[config.mk]
export PLATFORM = sky130hd
export DESIGN_NAME = regfile_write_arbiter
export DESIGN_NICKNAME = d
export VERILOG_FILES = /design/src/rtl/regfile_write_arbiter.sv
export SDC_FILE = /design/constraint.sdc
export NUM_CORES = 1
export LEC_CHECK = 0
export ABC_AREA = 1
export CORE_AREA = 2 2 85 87
export DETAILED_ROUTE_END_ITERATION = 6
export DIE_AREA = 0 0 87 89
export GPL_TIMING_DRIVEN = 1
export PLACE_DENSITY = 0.81
export RECOVER_POWER = 25
export SYNTH_ARGS = -nofsm -noshare
export SYNTH_HDL_FRONTEND = slang
export SYNTH_SLANG_ARGS = --single-unit
[constraint.sdc]
create_clock -name clk -period 4.8 [get_ports clk]
set_clock_uncertainty 0.05 [all_clocks]
set_input_delay 0.48 -clock clk [delete_from_list [all_inputs] [get_ports clk]]
set_output_delay 0.48 -clock clk [all_outputs]
set_load 0.1 [all_outputs]
[src/rtl/regfile_write_arbiter.sv]
// Round-robin arbiter sharing the register-file write port
// among several writeback sources, with one registered output stage.
module regfile_write_arbiter #(
  parameter int NUM_REQ = 3,
  parameter int ADDR_W  = 5,
  parameter int DATA_W  = 32
) (
  input  logic                      clk,
  input  logic                      rst,
  input  logic [NUM_REQ-1:0]        req_valid,
  input  logic [ADDR_W*NUM_REQ-1:0] req_addr,
  input  logic [DATA_W*NUM_REQ-1:0] req_data,
  output logic [NUM_REQ-1:0]        req_ready,
  input  logic                      wr_stall,
  output logic                      RegWrite,
  output logic [ADDR_W-1:0]         WriteAddr,
  output logic [DATA_W-1:0]         WriteData,
  output logic                      busy
);

  localparam int PTR_W = (NUM_REQ > 1) ? $clog2(NUM_REQ) : 1;

  logic [PTR_W-1:0]  rr_ptr;
  logic [PTR_W-1:0]  win;
  logic [PTR_W-1:0]  idx;
  logic              found;
  logic [NUM_REQ-1:0] grant;
  logic [ADDR_W-1:0] win_addr;
  logic [DATA_W-1:0] win_data;
  logic              accept;

  // Scan requesters starting at rr_ptr; first valid one wins.
  always_comb begin
    found = 1'b0;
    win   = '0;
    idx   = '0;
    for (int k = 0; k < NUM_REQ; k++) begin
      idx = PTR_W'((int'(rr_ptr) + k) % NUM_REQ);
      if (!found && req_valid[idx]) begin
        found = 1'b1;
        win   = idx;
      end
    end
  end

  // One-hot grant, blocked by stall and reset; pick winner payload.
  always_comb begin
    grant = '0;
    if (found && !wr_stall && !rst)
      grant[win] = 1'b1;
    win_addr = req_addr[int'(win)*ADDR_W +: ADDR_W];
    win_data = req_data[int'(win)*DATA_W +: DATA_W];
  end

  assign req_ready = grant;
  assign accept    = |grant;
  assign busy      = (|req_valid) | RegWrite;

  // Output stage and pointer; writes to x0 complete but never enable.
  always_ff @(posedge clk or posedge rst) begin
    if (rst) begin
      RegWrite  <= 1'b0;
      WriteAddr <= '0;
      WriteData <= '0;
      rr_ptr    <= '0;
    end else if (accept) begin
      WriteAddr <= win_addr;
      WriteData <= win_data;
      RegWrite  <= (win_addr != '0);
      rr_ptr    <= (win == PTR_W'(NUM_REQ-1)) ? '0
                                              : win + PTR_W'(1);
    end else begin
      RegWrite  <= 1'b0;
    end
  end

endmodule

Yosys cells after proc, flatten, opt, wreduce, memory -nomap -nowiden:

Cells that the tools add are included.

* register bits after elaboration: 40
* input bits: 117
* output and inout port bits: 42

* add/sub/neg operators: 3
* multipliers: 1
* divide/modulo/power cells: 3
* magnitude comparators: 5
* equal/unequal tests: 1
* shift operators: 2
* multiplexer cells: 17
* bitwise gates (word level): 1
* reductions and logical operators: 12

Operators by type and width (count)
* 96-bit by 8-bit variable part select with 32-bit output: 1
* 32-bit by 3-bit remainder unit with 32-bit output (second input constant): 2
* 3-bit by 3-bit remainder unit with 32-bit output (second input constant): 1
* 15-bit by 6-bit variable part select with 5-bit output: 1
* 2-bit by 3-bit < comparator with 1-bit output (second input constant): 4
* 1-bit 2-to-1 mux: 8
* 2-bit 2-to-1 mux: 4
* 1-bit binary-select mux with 2-bit select: 3
* 3-bit OR reduction: 2
* 1-bit logical AND: 5
* 2-bit by 3-bit multiplier with 5-bit output (second input constant): 1
* 5-bit nonzero test: 1
* 1-bit logical NOT: 4
* 2-bit by 1-bit adder with 3-bit output (second input constant): 1
* 2-bit by 2-bit adder with 3-bit output (second input constant): 1
* 3-bit 2-to-1 mux: 1
* 2-bit by 1-bit adder with 2-bit output (second input constant): 1
* 1-bit demux with 2-bit select: 1
* 2-bit equality test (second input constant): 1
* 2-bit by 1-bit greater-or-equal comparator with 1-bit output (second input constant): 1
* 1-bit bitwise OR: 1

Depth between registers and ports, before layout:

* word-level depth: 17
* mapped depth: 17
* mapped depth without buffers: 16

Least setup slack after synthesis:

Ideal clock, no wire load.

* path type: flip-flop to output port
* start point: register rr_ptr[0]
* end point: output req_ready[1]
* arrival: 2.813 ns
* data required time: 4.270 ns
* setup slack: 1.457 ns
* cell stages (with the launch flop): 12
* cells stage by stage: dfrtp_1 > inv_1 > ha_1 > inv_2 > nor2_1 > nand2_1 > nand2_1 > nand3_1 > nor2_2 > nor2_4 > nand2_2 > nor2_1

* word-level cells in the longest chain between the ends: 15

RTL lines
* from (decl): line 23 `logic [PTR_W-1:0] rr_ptr;`
* from (signal assigned): line 70 `rr_ptr <= (win == PTR_W'(NUM_REQ-1)) ? '0`
* parallel branches: the longest is 14 deep, another holds 32-bit by 3-bit remainder unit with 32-bit output
* 3-bit 2-to-1 mux *: line 49 `if (found && !wr_stall && !rst)`
* to (decl): line 13 `output logic [NUM_REQ-1:0] req_ready,`

Every way passes the cells marked *. The select of a mux whose other input is x is not followed.

Final worst setup path:

Ends and elaborated chain as after synthesis.

==> summary.md <==
| Metric | Value |
|---|---|
| Post-CTS resize count | 0 |
| Fin crit share | 0.689 |
| Synthesized area | 2600 um2 |
| Remaining Overflow, GRT | 0 |
| Main combinational cell family by area after synthesis | simple AND/OR/NAND/NOR gates |
| Met3 GRT Util | 0.0628 |
| Filler-free cell count of the finished design | between 500 and 600 |
| Setup Viol. Count Final | 0 |
| Post-synthesis mux area share | 0 |
| # fillers | 603 |
| First-pass GRT wire length | 13.1 mm |
| CTS tree | yes |
| Placed cell count | 558 |
| Most Used Layer, Global Route | met2 |
| CP Cell Sequence | inv_1 > ha_1 > inv_2 > nand2_1 > nand3_1 > nand2_1 > nand2_1 > inv_2 > nand3_2 > nand2_2 > nor2_1 > buf_4 |
| CP max FO | 35 |
| Core area | ~6700 um2 |
| Final-stage net count | 606 |
| Simple-Gate Fraction of Synth Area | 0.309 |
| Violated checks | capacitance limit, slew limit |
| Last element of the critical path | req_ready[1] |
| Synth unique cells | 26 |
| Setup TNS | 0 ns |
| GRT Total Usage | 0.211 |
| Status | finished with violations |
| Adder-Cell Fraction of Synth Area | 0.0193 |
| Least-Margin Pin Slew | 2.18 ns |
| CTS clk-pin slew, worst paths | 0.08 ns |
| Post-DP HPWL | 6.18 mm |
| Cts hold-fix bufs | 0 |
| Post-DR vias/cell | 5.04 |
| Met1 Use GR | 0.252 |
| Worst-case clock buffer depth | 2 |
| Worst R2R Path Depth | 13 |
| Drt pass-1 iters | 4 |
| Critical path arrival | 2.78 ns |
| Max cap viols | 1 |
| Final wirelength | just over 8 mm |
| Root Buffer | clkbuf_8 |
| GPL Wtd Cong | 0.916 |
| Largest net degree at the start of global routing | between 40 and 50 |
| Max-slew violation count | 41 |
| Max incr delay on CP | 0.40 ns |
| Storage cell area | ~1000 um2 |
| Register area share after synthesis | 0.385 |
| Peak Freq | 302 MHz |
| Die width | between 80 and 90 um |
| Slowest CP cell | ha_1 |
| Row count | 30 |
| Post-CTS Repair Setup Buffers | 0 |
| Number of global-route vias before repair | 2894 |
| Clk sink count | 40 |
| R2r setup slk | 1.59 ns |
| Wirelength per Cell | 14.5 um |
| DRC viols | 0 |
| Worst Setup End Kind | primary output |
| RSZ-0062 raised after global routing | no |
| Yosys Warn Count | 0 |
| Max_slew headroom | -0.451 |
| Port Buf Inserts | 158 |
| Post-Synthesis Cells | about 340 |
| Top Ports | around 160 |
| Hold Path Class | reg2reg |
| Minimum period implied by the final worst setup slack | 3.31 ns |
| Die Y | 89 um |
| Total CTS buffers | 5 |
| Diodes inserted | 0 |
| Syn avg cell area | between 7 and 8 um2 |
| Initial antenna violation count | 0 |
| Initial Utilization | 0.387 |
| Req. time, crit path | 4.27 ns |
| Initial drt markers | 124 |
| CP startpoint | rr_ptr[0] |
| Core Util, Final | 0.628 |
| Syn nets | 457 |
| Ratio of cells with drive above 1 in the final layout | 0.0967 |
| Startpoint types | flop |
| Via count | between 2k and 3k |
| Multi-input gate area | 1360 um2 |
| Most used cell, CP | nand2_1 |
| Clock latency on the worst-skew pair | 0.28 ns |
| Htree depth | 2 |
| Critical path class | reg2out |
| #FFs+latches synth | 40 |
| Detail Route Antenna Nets | 0 |
| Grt met2 use | 0.373 |
| Worst hold margin | 0.453 ns |
| Final Hold Viols | 0 |
| Critical R2R Capture | rr_ptr[0] |
| Die area | 7740 um2 |
| Synth Area in Compound Gates | 0.196 |
| Post-Synth XOR/XNOR Area | 0 |
| Area grow syn2layout | 62.3% |
| R2R Path Start | rr_ptr[0] |
## synthesized netlist by cell type
library cell	instances	area (um2)
o21ai_0	7	35.0
buf_6	10	113
nor2_1	53	199
ha_1	4	50.1
a31oi_1	20	125
nand4_1	2	12.5
inv_2	4	15.0
nand2_4	2	22.5
buf_2	4	20.0
nand2_1	110	413
nand3_2	3	30.0
nand2_2	3	18.8
o21ai_4	1	16.3
o22ai_1	1	6.26
a41oi_2	12	195
inv_4	2	12.5
nor2_2	1	6.26
buf_4	3	22.5
a21oi_2	6	52.6
clkbuf_1	1	3.75
a21oi_1	14	70.1
dfrtp_1	40	1000
o21bai_1	1	7.51
nor2_4	1	11.3
inv_1	13	48.8
nand3_1	18	90.1
## worst max-delay path, delay by kind of cell (launching register included)
kind,cells,cell delay (ns)
fa+ha+maj,1,0.40
buf+inv,4,0.63
flops,1,0.38
simple gates,7,1.09
## worst min-delay path by stage
stage / from / endpoint / slack [ns] / cells past startpoint
after floorplan: rr_ptr[1] / rr_ptr[1] / 0.52 / 2
after global placement: WriteAddr[0] / WriteAddr[0] / 0.42 / 2
after detailed placement: WriteAddr[1] / WriteAddr[1] / 0.43 / 2
after CTS: WriteAddr[1] / WriteAddr[1] / 0.45 / 2
after global routing: WriteAddr[1] / WriteAddr[1] / 0.46 / 2
final: WriteAddr[1] / WriteAddr[1] / 0.45 / 2
## state kept, by name (all words and copies together) (netlist names)
name / cells
RegWrite: 1
WriteAddr: 5
WriteData: 32
rr_ptr: 2
## per-stage QoR
step | setup slack [ns] | cell area, um2
after floorplan | 1.46 | 2600
after global placement | 1.61 | 4130
after detailed placement | 1.47 | 4130
after CTS | 1.50 | 4220
after global routing | 1.29 | 4220
final | 1.49 | 4220
## placed cells by master, fill, tap and decap left out, types with 6 or more instances in the layout
cell             netlist  layout
a31oi_1               20      20
nor2_1                53      53
a41oi_2               12      12
nand3_1               18      18
dfrtp_1               40      40
o21ai_0                7       7
a21oi_2                6       6
nand2_1              110     110
inv_1                 13      12
clkbuf_8               0       6
a21oi_1               14      14
clkdlybuf4s50_1        0     154
## area by class of cell
class                      count  area share
timing repair buffer         160       0.376
multi-input combinational    259       0.323
sequential                    40       0.237
tap                           80      0.0237
clock buffer                   6      0.0196
inverter                      19      0.0181
clock inverter                 2     0.00237
## metal layers
layer | vias to the layer above | share of wire | wire length (um)
li1 | 1411 | - | -
met1 | 1309 | 0.40 | 3280
met2 | 121 | 0.51 | 4190
met3 | 10 | 0.079 | 648
met4 | 0 | 0.013 | 106
met5 | - | 0 | 0
## cells by family after synthesis
kind of cell,Yosys count
and+or+nand+nor,193
AOI/OAI and AO/OA,62
DFF,40
adders and majority gates,4
buffers and inverters,37
Power is left out: the tool's default activity adds up to more than one toggle a clock period on the data nets, which glitch-free logic cannot reach.
